--- config.mk ---
export PLATFORM = sky130hd
export DESIGN_NAME = wallace_final_cpa_flat
export DESIGN_NICKNAME = d
export VERILOG_FILES = /design/src/rtl/wallace_final_cpa_pkg.sv /design/src/rtl/wallace_final_cpa_if.sv /design/src/rtl/wallace_final_cpa_chunk_adder.sv /design/src/rtl/wallace_final_cpa.sv /design/src/flat_wrapper.sv
export SDC_FILE = /design/constraint.sdc
export NUM_CORES = 1
export LEC_CHECK = 0
export ABC_AREA = 0
export BUFFER_PORTS_ARGS = -buffer_cell sky130_fd_sc_hd__buf_2
export CAP_MARGIN = 0
export CELL_PAD_IN_SITES_DETAIL_PLACEMENT = 1
export CELL_PAD_IN_SITES_GLOBAL_PLACEMENT = 2
export CORE_ASPECT_RATIO = 1.4
export CORE_MARGIN = 1
export CORE_UTILIZATION = 35
export CTS_BUF_LIST = sky130_fd_sc_hd__clkbuf_2 sky130_fd_sc_hd__clkbuf_4 sky130_fd_sc_hd__clkbuf_8
export CTS_CLUSTER_DIAMETER = 40
export CTS_CLUSTER_SIZE = 28
export DETAILED_ROUTE_END_ITERATION = 6
export GPL_TIMING_DRIVEN = 0
export PLACE_DENSITY = 0.95
export SLEW_MARGIN = 20
export SYNTH_ARGS = -nofsm -noshare
export SYNTH_HDL_FRONTEND = slang
export SYNTH_SLANG_ARGS = --single-unit
--- constraint.sdc ---
create_clock -name clk -period 7.12 [get_ports clk]
set_clock_uncertainty 0.05 [all_clocks]
set_input_delay 0.356 -clock clk [delete_from_list [all_inputs] [get_ports clk]]
set_output_delay 0.356 -clock clk [all_outputs]
set_load 0.05 [all_outputs]
--- src/rtl/wallace_final_cpa_pkg.sv ---
// Shared definitions for the Wallace-tree multiplier path.
// Holds default vector widths, the CPA state encoding and the chunk count helper.
package wallace_pkg;

  localparam int WAL_SUM_W     = 28;
  localparam int WAL_CARRY_W   = 25;
  localparam int WAL_CARRY_OFS = 3;
  localparam int WAL_CHUNK_W   = 7;

  typedef enum logic [1:0] {
    ST_IDLE = 2'd0,
    ST_ADD  = 2'd1,
    ST_HOLD = 2'd2
  } cpa_state_t;

  function automatic int num_chunks(input int width, input int chunk_w);
    return (width + chunk_w - 1) / chunk_w;
  endfunction

endpackage

--- src/rtl/wallace_final_cpa_if.sv ---
// Handshake bundle between the last 3:2 compression stage, the final CPA
// and the multiplier result register.
interface wallace_final_cpa_if
  import wallace_pkg::*;
#(
  parameter int SUM_W   = WAL_SUM_W,
  parameter int CARRY_W = WAL_CARRY_W
);
  logic               in_valid;
  logic               in_ready;
  logic [SUM_W-1:0]   sum_in;
  logic [CARRY_W-1:0] carry_in;
  logic               out_valid;
  logic               out_ready;
  logic [SUM_W-1:0]   res;
  logic               res_cout;

  modport master (
    output in_valid, sum_in, carry_in, out_ready,
    input  in_ready, out_valid, res, res_cout
  );

  modport slave (
    input  in_valid, sum_in, carry_in, out_ready,
    output in_ready, out_valid, res, res_cout
  );
endinterface

--- src/rtl/wallace_final_cpa_chunk_adder.sv ---
// One CHUNK_W-bit slice of the carry-propagate adder; purely combinational.
module cpa_chunk_adder #(
  parameter int W = 7
) (
  input  logic [W-1:0] a,
  input  logic [W-1:0] b,
  input  logic         cin,
  output logic [W-1:0] sum,
  output logic         cout
);
  assign {cout, sum} = {1'b0, a} + {1'b0, b} + (W+1)'(cin);
endmodule

--- src/rtl/wallace_final_cpa.sv ---
// Final carry-propagate adder of the Wallace tree: folds the redundant
// sum/carry pair into a binary result, CHUNK_W bits per cycle.
module wallace_final_cpa
  import wallace_pkg::*;
#(
  parameter int SUM_W     = WAL_SUM_W,
  parameter int CARRY_W   = WAL_CARRY_W,
  parameter int CARRY_OFS = WAL_CARRY_OFS,
  parameter int CHUNK_W   = WAL_CHUNK_W
) (
  input logic               clk,
  input logic               rst,
  wallace_final_cpa_if.slave bus
);
  localparam int NUM_CHUNKS = num_chunks(SUM_W, CHUNK_W);
  localparam int PAD_W      = NUM_CHUNKS * CHUNK_W;
  localparam int TOP_W      = SUM_W - (NUM_CHUNKS - 1) * CHUNK_W;
  localparam int CNT_W      = (NUM_CHUNKS > 1) ? $clog2(NUM_CHUNKS) : 1;

  cpa_state_t                          state_q;
  logic [CNT_W-1:0]                    cnt_q;
  logic                                carry_q;
  logic [NUM_CHUNKS-1:0][CHUNK_W-1:0]  a_q, b_q, res_q;
  logic [PAD_W-1:0]                    res_flat;
  logic                                in_ready_q, out_valid_q, res_cout_q;

  logic [SUM_W-1:0]   b_align;
  logic [CHUNK_W-1:0] ch_sum;
  logic               ch_cout;
  logic [CHUNK_W:0]   ch_full;
  logic               last_chunk;

  // Carry bits above SUM_W are simply shifted out of the SUM_W-wide vector.
  assign b_align    = SUM_W'(bus.carry_in) << CARRY_OFS;
  assign ch_full    = {ch_cout, ch_sum};
  assign last_chunk = (cnt_q == CNT_W'(NUM_CHUNKS - 1));

  cpa_chunk_adder #(.W(CHUNK_W)) u_chunk (
    .a    (a_q[cnt_q]),
    .b    (b_q[cnt_q]),
    .cin  (carry_q),
    .sum  (ch_sum),
    .cout (ch_cout)
  );

  always_ff @(posedge clk) begin
    if (rst) begin
      state_q     <= ST_IDLE;
      cnt_q       <= '0;
      carry_q     <= 1'b0;
      a_q         <= '0;
      b_q         <= '0;
      res_q       <= '0;
      in_ready_q  <= 1'b1;
      out_valid_q <= 1'b0;
      res_cout_q  <= 1'b0;
    end else begin
      case (state_q)
        ST_IDLE: begin
          if (bus.in_valid && in_ready_q) begin
            a_q        <= PAD_W'(bus.sum_in);
            b_q        <= PAD_W'(b_align);
            carry_q    <= 1'b0;
            cnt_q      <= '0;
            in_ready_q <= 1'b0;
            state_q    <= ST_ADD;
          end
        end
        ST_ADD: begin
          res_q[cnt_q] <= ch_sum;
          carry_q      <= ch_cout;
          cnt_q        <= cnt_q + 1'b1;
          if (last_chunk) begin
            // A narrow top chunk sums zero-padded operands, so bit SUM_W
            // lands inside the chunk result rather than on its carry-out.
            res_cout_q  <= ch_full[TOP_W];
            out_valid_q <= 1'b1;
            state_q     <= ST_HOLD;
          end
        end
        ST_HOLD: begin
          if (bus.out_ready) begin
            out_valid_q <= 1'b0;
            in_ready_q  <= 1'b1;
            state_q     <= ST_IDLE;
          end
        end
        default: begin
          state_q     <= ST_IDLE;
          in_ready_q  <= 1'b1;
          out_valid_q <= 1'b0;
        end
      endcase
    end
  end

  assign res_flat      = res_q;
  assign bus.res       = res_flat[SUM_W-1:0];
  assign bus.res_cout  = res_cout_q;
  assign bus.in_ready  = in_ready_q;
  assign bus.out_valid = out_valid_q;

endmodule

--- src/flat_wrapper.sv ---
// flat-port wrapper written by rule: the top's interface ports become plain ports
module wallace_final_cpa_flat import wallace_pkg::*;
#(
  parameter int SUM_W     = WAL_SUM_W,
  parameter int CARRY_W   = WAL_CARRY_W,
  parameter int CARRY_OFS = WAL_CARRY_OFS,
  parameter int CHUNK_W   = WAL_CHUNK_W
)
  (clk, rst, bus_in_valid, bus_sum_in, bus_carry_in, bus_out_ready, bus_in_ready, bus_out_valid, bus_res, bus_res_cout);
  wallace_final_cpa_if #(.SUM_W(SUM_W), .CARRY_W(CARRY_W)) bus_i ();
  input logic clk;
  input logic rst;
  input wire logic [$bits(bus_i.in_valid)-1:0] bus_in_valid;
  input wire logic [$bits(bus_i.sum_in)-1:0] bus_sum_in;
  input wire logic [$bits(bus_i.carry_in)-1:0] bus_carry_in;
  input wire logic [$bits(bus_i.out_ready)-1:0] bus_out_ready;
  output wire logic [$bits(bus_i.in_ready)-1:0] bus_in_ready;
  output wire logic [$bits(bus_i.out_valid)-1:0] bus_out_valid;
  output wire logic [$bits(bus_i.res)-1:0] bus_res;
  output wire logic [$bits(bus_i.res_cout)-1:0] bus_res_cout;
  assign bus_i.in_valid = bus_in_valid;
  assign bus_i.sum_in = bus_sum_in;
  assign bus_i.carry_in = bus_carry_in;
  assign bus_i.out_ready = bus_out_ready;
  assign bus_in_ready = bus_i.in_ready;
  assign bus_out_valid = bus_i.out_valid;
  assign bus_res = bus_i.res;
  assign bus_res_cout = bus_i.res_cout;
  wallace_final_cpa #(.SUM_W(SUM_W), .CARRY_W(CARRY_W), .CARRY_OFS(CARRY_OFS), .CHUNK_W(CHUNK_W)) u_core (.clk(clk), .rst(rst), .bus(bus_i));
endmodule
==> results of run 1 <==
[worst register-to-register path: stages (launching register included)]
cell and delay (ns):
dfxtp_1 0.36, clkbuf_1 0.41, clkbuf_1 0.54, mux4_2 0.45, fa_1 0.48, fa_1 0.42, a21o_2 0.22, a221o_1 0.40
o311ai_0 0.35
[cell families (layout without fill, tap and decap cells)]
logic type                 Yosys count  count (layout)  synth area share [%]
xor gates and xnor gates             1               1                 0.223
buffers and inverters               38             141                  3.73
and+or+nand+nor                    200             200                  21.6
adders and majority gates           12              12                  4.20
DFF                                 89              89                  45.4
AOI/OAI and AO/OA                  109             109                  16.4
muxes                               19              19                  8.50
[through the flow]
step | worst slack [ns] | hold WS, ns
global route | 3.08 | 0.163
global placement | 3.46 | 0.391
floorplan | 3.81 | 0.383
CTS | 3.30 | 0.151
finish | 3.32 | 0.165
detailed placement | 3.32 | 0.397
[how the worst max path moves through the flow]
stage	cells past startpoint	endpoint	slack (ns)
floorplan	8	u_core.bus.res[27]	3.81
global placement	8	u_core.bus.res[13]	3.46
detailed placement	8	u_core.bus.res[6]	3.32
CTS	8	u_core.bus.res[6]	3.30
global route	8	u_core.bus.res[13]	3.08
finish	8	u_core.bus.res[6]	3.32
[synthesized netlist by cell type (4+ instances only)]
library cell  count
mux2_1            4
buf_1             4
mux4_2           11
a211oi_1          5
nand2_1         136
a21oi_1          67
nand3_1          16
nand3b_1          6
o21ai_0          11
nor3_1            9
o311ai_0          8
a311o_1           4
inv_1             5
ha_1             10
clkbuf_1         26
and2_1            4
nor2_1           20
a31oi_1           4
dfxtp_1          89
[per-layer routing]
| layer | vias to the layer above | track usage, % | part of all wire, % | wire [um] |
|---|---|---|---|---|
| met2 | 83 | 38.6 | 54 | 6190 |
| met1 | 1714 | 22.5 | 41 | 4770 |
| met4 | 0 | 7.75 | 1.4 | 159 |
| li1 | 1817 | - | - | - |
| met3 | 12 | 3.81 | 3.5 | 409 |
| met5 | - | 0 | 0 | 0 |
[cell usage in the layout (no fill, tap or decap), types with 4 or more instances in the layout]
| cell | Yosys | final |
|---|---|---|
| dfxtp_1 | 89 | 89 |
| o311ai_0 | 8 | 8 |
| nor2_1 | 20 | 20 |
| o21ai_0 | 11 | 11 |
| clkbuf_1 | 26 | 26 |
| and2_1 | 4 | 4 |
| a31oi_1 | 4 | 4 |
| buf_1 | 4 | 4 |
| inv_1 | 5 | 5 |
| clkbuf_8 | 0 | 11 |
| buf_2 | 3 | 90 |
| a21oi_1 | 67 | 67 |
| ha_1 | 10 | 10 |
| nand3b_1 | 6 | 6 |
| mux4_2 | 11 | 11 |
| a311o_1 | 4 | 4 |
| nor3_1 | 9 | 9 |
| a211oi_1 | 5 | 5 |
| mux2_1 | 4 | 4 |
| nand2_1 | 136 | 136 |
| nand3_1 | 16 | 16 |
[registers in the layout, indices dropped and copies added (netlist names)]
name,flops
u_core.a_q,28
u_core.b_q,25
u_core.bus.in_ready,1
u_core.bus.out_valid,1
u_core.bus.res,28
u_core.bus.res_cout,1
u_core.carry_q,1
u_core.cnt_q,2
u_core.state_q,2
[layout make-up]
cell class              instances  area share [%]
clock buffers                  12            3.36
repair buffers                 87            9.21
plain buffers                  33            2.70
clock inverters                 4           0.582
well taps                     141            3.73
multi-input cells             341            42.3
flip-flops and latches         89            37.7
inverters                       5           0.397
[power groups by stage]
stage	Combinational [mW]	Clock (mW)	Sequential (mW)
2_1_floorplan	0.0911	0	0.554
3_3_place_gp	0.150	0	0.546
3_5_place_dp	0.155	0	0.548
4_1_cts	0.155	0.346	0.536
5_1_grt	0.171	0.363	0.539
6_report	0.154	0.337	0.536
==> results.sh, run 1 <==
export IMPL_place_area_sq_um=4540
export IMPL_ant_nets=0
export IMPL_post_cts_setup_buffer_count=0
export IMPL_seqCellArea_sq_um=1780
export IMPL_critPathSlowestCell="clkbuf_1"
export IMPL_path_buf_inv=2
export IMPL_p_sw_share_pct=29.3
export IMPL_synth_seq_cells=89
export IMPL_r2r_slack_ns=3.32
export IMPL_final_hold_violation_count=0
export IMPL_coreArea_sq_um=10900
export IMPL_drt_pass1_iterations=4
export IMPL_outcome="completed"
export IMPL_die_area_sq_um=11700
export IMPL_yosys_warnings=0
export IMPL_syn_area_sq_um=3930
export IMPL_grt_ovfl_total=0
export IMPL_multi_input_comb_area_sq_um=2000
export IMPL_worstPathMaxFanout=10
export IMPL_end_kind="register"
export IMPL_n_fill_cell=1365
export IMPL_tns_ns=0
export IMPL_cp_data_arrival_time_ns=4.01
export IMPL_min_path_type="in -> reg"
export IMPL_pwr_density_cell_nw_per_um2=217
export IMPL_clkPwrFrac_pct=32.8
export IMPL_clockBufferDepth=2
export IMPL_syn_nets=537
export IMPL_synth_async_reset_ratio_pct=0
export IMPL_cts_hold_buf=0
export IMPL_hpwl_um=9050
export IMPL_synthFlopType="dfxtp_1"
export IMPL_worstPathRequired_ns=7.33
export IMPL_synth_edff_count=0
export IMPL_fmax_ghz=0.263
export IMPL_initial_core_util_pct=36.2
export IMPL_nNetsFinal=635
export IMPL_numCtsBuffers=9
export IMPL_die_height_um=127
export IMPL_port_buffers=87
export IMPL_vias=3626
export IMPL_slew_violations=0
export IMPL_root_buffer="clkbuf_8"
export IMPL_fin_cells=712
export IMPL_rsz0062_at_grt="false"
export IMPL_maxSlewHeadroom_pct=46.2
export IMPL_vdd_drop_max_mv=0.0926
export IMPL_grt_pass1_wl_um=18200
export IMPL_hp_start="bus_carry_in[11]"
export IMPL_antenna_found_initial=0
export IMPL_drt_iter0_drc=108
export IMPL_startpoint_type="register"
export IMPL_share_comb_of_total_power_pct=15.0
export IMPL_worstSkewPairLatency_ns=0.37
export IMPL_timing_rr_start="u_core.cnt_q[1]"
export IMPL_h_tree_depth=3
export IMPL_setup_viol=0
export IMPL_diodes=0
export IMPL_place_inst=696
export IMPL_hold_path_endpoint="u_core.b_q[14]"
export IMPL_power_switching_uw=301
export IMPL_path_cells="clkbuf_1 -> clkbuf_1 -> mux4_2 -> fa_1 -> fa_1 -> a21o_2 -> a221o_1 -> o311ai_0"
export IMPL_worst_pin_slew_ns=0.802
export IMPL_final_min_clock_period_ns=3.80
export IMPL_cts_sinks=89
export IMPL_r2r_end="u_core.bus.res[6]"
export IMPL_cts_tree="built"
export IMPL_ys_types=37
export IMPL_design_area_sq_um=4730
export IMPL_synth_area_top_cells="dfxtp_1 (45%), nand2_1 (13%), a21oi_1 (8.5%), mux4_2 (6.3%), ha_1 (3.2%)"
export IMPL_viasPerCell=5.09
export IMPL_post_cts_resize_count=0
export IMPL_io_pins=88
export IMPL_synth_top_area_share_pct=45.4
export IMPL_grt_max_degree=15
export IMPL_worstSetupPathType="reg -> reg"
export IMPL_yosysTopAreaCell="dfxtp_1"
export IMPL_drc=0
export IMPL_fin_total_pwr_mw=1.03
export IMPL_grt_pass1_vias=3660
export IMPL_netlist_instances=468
export IMPL_fin_crit_sh_pct=53.4
export IMPL_reg2regPathDepth=8
export IMPL_gp_congestion=0.842
export IMPL_p_int_uw=726
export IMPL_grt_usage_pct=20.5
export IMPL_hold_depth=3
export IMPL_max_stage_delay_ns=0.54
export IMPL_path_clk_slew_ns=0.09
export IMPL_die_width_um=91.5
export IMPL_routed_wl_um=11500
export IMPL_drive_gt1_share_pct=21.7
export IMPL_critical_path_top_delay_family="compound AO/OA/AOI/OAI gates"
export IMPL_ys_seq_area_share_pct=45.4
export IMPL_p_seq_share_pct=52.2
export IMPL_utilization_pct=43.5
export IMPL_drv_cap=0
export IMPL_syn_area_per_cell_sq_um=8.39
export IMPL_core_rowCount=45
export IMPL_wire_per_inst_um=16.2
export IMPL_crit_start="u_core.cnt_q[1]"
export IMPL_syn_to_final_growth_pct=20.3
export IMPL_leakage_nw=1.89
No activity file was read; power rests on OpenSTA's default activity.
==> run 2, diff against run 1 <==
- CORE_UTILIZATION: 35 -> 29
- PLACE_DENSITY: 0.95 -> 0.87
- clock period: 7.12 -> 3.2 ns (I/O delays scaled with it)
==> results.sh, run 2 (same netlist as run 1, synthesis figures left out) <==
export IMPL_outcome="completed"
export IMPL_worstSetupPathType="reg -> reg"
export IMPL_end_kind="register"
export IMPL_slew_violations=0
export IMPL_antenna_found_initial=0
export IMPL_cts_tree="built"
export IMPL_die_height_um=140
export IMPL_design_area_sq_um=5370
export IMPL_multi_input_comb_area_sq_um=2030
export IMPL_grt_ovfl_total=0
export IMPL_path_clk_slew_ns=0.09
export IMPL_final_hold_violation_count=0
export IMPL_ant_nets=0
export IMPL_place_area_sq_um=4600
export IMPL_startpoint_type="register"
export IMPL_max_stage_delay_ns=0.55
export IMPL_worstPathMaxFanout=10
export IMPL_setup_viol=0
export IMPL_routed_wl_um=12900
export IMPL_cts_sinks=89
export IMPL_seqCellArea_sq_um=1780
export IMPL_leakage_nw=2.14
export IMPL_drt_pass1_iterations=4
export IMPL_die_width_um=100
export IMPL_min_path_type="in -> reg"
export IMPL_layout_commonest_cell="nand2_1"
export IMPL_drc=0
export IMPL_coreArea_sq_um=13300
export IMPL_clockBufferDepth=2
export IMPL_r2r_slack_ns=0.1
export IMPL_fin_crit_sh_pct=96.9
export IMPL_vias=3856
export IMPL_initial_core_util_pct=29.5
export IMPL_worstSkewPairLatency_ns=0.38
export IMPL_syn_to_final_growth_pct=36.6
export IMPL_n_fill_cell=1619
export IMPL_root_buffer="clkbuf_8"
export IMPL_pwr_density_cell_nw_per_um2=481
export IMPL_io_pins=88
export IMPL_port_buffers=87
export IMPL_drv_cap=0
export IMPL_drive_gt1_share_pct=21.8
export IMPL_core_rowCount=50
export IMPL_rsz0062_at_grt="false"
export IMPL_vdd_drop_max_mv=0.251
export IMPL_wire_per_inst_um=16.2
export IMPL_viasPerCell=4.83
export IMPL_final_min_clock_period_ns=3.10
export IMPL_path_cells="clkbuf_8 -> buf_12 -> mux4_2 -> fa_2 -> a21o_1 -> a221o_1 -> mux2_1 -> a311o_1"
export IMPL_worst_pin_slew_ns=0.723
export IMPL_cp_data_arrival_time_ns=3.31
export IMPL_place_inst=737
export IMPL_numCtsBuffers=9
export IMPL_layout_common_cells="nand2_1 (136), buf_2 (90), dfxtp_1 (88), a21oi_1 (67), dlygate4sd3_1 (45)"
export IMPL_drt_iter0_drc=67
export IMPL_die_area_sq_um=14000
export IMPL_grt_max_degree=15
export IMPL_maxSlewHeadroom_pct=51.5
export IMPL_fmax_ghz=0.322
export IMPL_gp_congestion=0.836
export IMPL_diodes=0
export IMPL_grt_pass1_vias=4165
export IMPL_fin_cells=798
export IMPL_utilization_pct=40.3
export IMPL_worstPathRequired_ns=3.41
export IMPL_critPathSlowestCell="mux4_2"
export IMPL_hpwl_um=9760
export IMPL_post_cts_setup_buffer_count=0
export IMPL_grt_usage_pct=19.3
export IMPL_hold_ws_ns=0.00127
export IMPL_grt_pass1_wl_um=20600
export IMPL_nNetsFinal=680
export IMPL_h_tree_depth=3
run 2: cell types whose count changed in the layout (fill, tap and decap cells not counted), moves of 3 or more:
cell	before	now
o311ai_0	8	4
bufinv_16	0	3
clkbuf_1	26	23
dlygate4sd3_1	0	45
run 2: cell type report:
cell class | count | share of cell area [%]
multi-input combinational | 341 | 37.8
sequential | 89 | 33.2
timing repair buffer | 132 | 16.5
tap | 182 | 4.24
buffer | 33 | 3.05
clock buffer | 12 | 2.96
clock inverter | 4 | 1.84
inverter | 5 | 0.350
run 2: final timing paths:
path	depth (start not counted)	from	to
setup reg to reg	8	u_core.cnt_q[0]	u_core.bus.res[12]
hold reg to reg	2	u_core.a_q[18]	u_core.a_q[18]
setup / recovery	8	u_core.cnt_q[0]	u_core.bus.res[12]
hold / removal	3	bus_sum_in[12]	u_core.a_q[12]
run 2: metrics by stage:
| step | setup slack, ns | total power, mW | setup TNS [ns] |
|---|---|---|---|
| CTS | 0.0215 | 2.60 | 0 |
| floorplan | 0.0796 | 1.44 | 0 |
| detailed placement | -0.371 | 1.57 | -3.59 |
| global placement | -0.290 | 1.56 | -2.78 |
| finish | 0.0983 | 2.58 | 0 |
| global route | 0.0168 | 2.69 | 0 |
run 2: routing by layer:
layer	track usage (%)	part of all wire, %	wire length [um]
met1	19.1	37	4790
met2	38.3	57	7380
met3	2.31	2.6	336
met4	9.31	3.0	391
met5	0	0	0
run 2: where the power goes:
part / leakage, nW / switching (mW) / internal [mW]
clock network: 0.130 / 0.411 / 0.572
logic: 1.29 / 0.237 / 0.165
registers: 0.725 / 0.0341 / 1.16
run 2: repair_timing:
item                                   CTS  global route
gates resized for setup                 14             6
endpoints found under the hold margin   45             0
hold buffers                            45             0
pin swaps                                1             1
setup endpoints to repair               14             6
run 2: worst max-delay path: cells and delay by family (launching register included):
kind,cells,cell delay (ns)
buf+inv,2,0.31
flops,1,0.37
fa+ha+maj,1,0.41
compound gates,3,0.94
mux,2,0.90
==> run 3, diff against run 2 <==
- CTS_BUF_LIST: sky130_fd_sc_hd__clkbuf_2 sky130_fd_sc_hd__clkbuf_4 sky130_fd_sc_hd__clkbuf_8 -> sky130_fd_sc_hd__clkbuf_4
- HOLD_SLACK_MARGIN: unset -> 0.05
==> results.sh, run 3 (same netlist as run 1, synthesis figures left out) <==
export IMPL_max_stage_delay_ns=0.55
export IMPL_final_min_clock_period_ns=3.11
export IMPL_syn_to_final_growth_pct=37.5
export IMPL_vdd_drop_max_mv=0.188
export IMPL_nNetsFinal=691
export IMPL_startpoint_type="register"
export IMPL_tns_ns=0
export IMPL_timing_rr_start="u_core.cnt_q[0]"
export IMPL_grt_pass1_wl_um=20800
export IMPL_drt_pass1_iterations=6
export IMPL_layout_commonest_cell="nand2_1"
export IMPL_slew_violations=0
export IMPL_coreArea_sq_um=13300
export IMPL_initial_core_util_pct=29.5
export IMPL_die_area_sq_um=14000
export IMPL_wire_per_inst_um=16.1
export IMPL_cp_data_arrival_time_ns=3.44
export IMPL_leakage_nw=2.16
export IMPL_grt_max_degree=15
export IMPL_cts_sinks=89
export IMPL_n_fill_cell=1628
export IMPL_fin_cells=810
export IMPL_crit_start="u_core.cnt_q[0]"
export IMPL_critPathSlowestCell="mux4_2"
export IMPL_maxSlewHeadroom_pct=52.6
export IMPL_vias=3887
export IMPL_path_clk_slew_ns=0.14
export IMPL_drv_cap=0
export IMPL_layout_common_cells="nand2_1 (136), buf_2 (89), dfxtp_1 (88), a21oi_1 (67), dlygate4sd3_1 (55)"
export IMPL_core_rowCount=50
export IMPL_fin_crit_sh_pct=97.3
export IMPL_top_layer_used="met4"
export IMPL_clockBufferDepth=2
export IMPL_hpwl_um=9760
export IMPL_cts_tree="built"
export IMPL_design_area_sq_um=5400
export IMPL_met2_length_um=7440
export IMPL_place_area_sq_um=4600
export IMPL_drive_gt1_share_pct=21.1
export IMPL_ant_nets=0
export IMPL_root_buffer="clkbuf_4"
export IMPL_pre_cts_ws_ns=-0.371
export IMPL_worstSkewPairLatency_ns=0.46
export IMPL_min_path_type="in -> reg"
export IMPL_h_tree_depth=3
export IMPL_worst_pin_slew_ns=0.707
export IMPL_worstSetupPathType="reg -> reg"
export IMPL_gp_congestion=0.836
export IMPL_port_buffers=87
export IMPL_path_cells="clkbuf_8 -> buf_12 -> mux4_2 -> fa_2 -> fa_1 -> a21o_2 -> a221o_2 -> o311ai_1"
export IMPL_end_kind="register"
export IMPL_outcome="completed"
export IMPL_antenna_found_initial=1
export IMPL_grt_usage_pct=19.4
export IMPL_hp_start="rst"
export IMPL_seqCellArea_sq_um=1780
export IMPL_final_hold_violation_count=0
export IMPL_path_buf_inv=2
export IMPL_r2r_slack_ns=0.09
export IMPL_die_height_um=140
export IMPL_critical_path_top_delay_family="compound AO/OA/AOI/OAI gates"
export IMPL_drt_iter0_drc=109
export IMPL_rsz0062_at_grt="false"
export IMPL_fmax_ghz=0.321
export IMPL_fin_ws_ns=0.0856
export IMPL_worstPathMaxFanout=10
export IMPL_pwr_density_cell_nw_per_um2=445
export IMPL_wl_met1_um=4930
export IMPL_met3_length_um=338
export IMPL_die_width_um=100
export IMPL_multi_input_comb_area_sq_um=2030
export IMPL_numCtsBuffers=9
export IMPL_setup_viol=0
export IMPL_place_inst=737
export IMPL_worstPathRequired_ns=3.52
export IMPL_routed_wl_um=13100
export IMPL_grt_ovfl_total=0
export IMPL_drc=0
export IMPL_utilization_pct=40.5
export IMPL_io_pins=88
export IMPL_viasPerCell=4.80
export IMPL_grt_pass1_vias=4212
run 3: changes by cell type in the layout (fill, tap and decap cells not counted), sizes merged:
| cell | change |
|---|---|
| dlygate4sd3 | +10 |
| clkinv | +2 |
| clkbuf | -1 |
| diode | +1 |
run 3: repair_timing:
| item | 4_1_cts | 5_1_grt |
|---|---|---|
| hold buffers | 55 | 0 |
| gates resized for setup | 14 | 6 |
| endpoints found under the setup margin | 14 | 6 |
| setup buffers | 0 | 1 |
| endpoints found under the hold margin | 56 | 0 |
| pin swaps | 1 | 1 |
run 3: worst paths after layout:
check        depth (start not counted)            endpoint
max                                  8  u_core.bus.res[13]
min reg2reg                          2       u_core.b_q[7]
min                                  5  u_core.bus.res[13]
max reg2reg                          8  u_core.bus.res[13]
run 3: where the power goes:
group	internal, mW	switching, mW
combinational	0.175	0.240
sequential	1.16	0.0340
clock	0.401	0.393
run 3: metrics by stage:
stage	hold WS (ns)	total power, mW
after floorplan	0.246	1.44
after global placement	0.362	1.56
after detailed placement	0.359	1.57
after CTS	0.358	2.41
after global routing	0.388	2.51
final	0.379	2.40
run 3: layer usage:
metal / vias up / GRT usage [%]
li1: 1932 / -
met1: 1857 / 19.5
met2: 71 / 38.2
met3: 27 / 3.47
met4: 0 / 7.93
met5: - / 0
run 3: worst min-delay path, cell delays in order:
cell and delay (ns):
buf_2 0.11, clkbuf_1 0.21, nor3_1 0.23, nand2_1 0.07, o311ai_1 0.08
run 3: cell type report:
| type | count | area share, % |
|---|---|---|
| Sequential cell | 89 | 33.0 |
| Multi-Input combinational cell | 341 | 37.5 |
| Antenna cell | 1 | 0.0463 |
| Clock inverter | 6 | 1.97 |
| Inverter | 5 | 0.348 |
| Buffer | 33 | 3.08 |
| Timing Repair Buffer | 143 | 18.4 |
| Tap cell | 182 | 4.22 |
| Clock buffer | 10 | 1.39 |
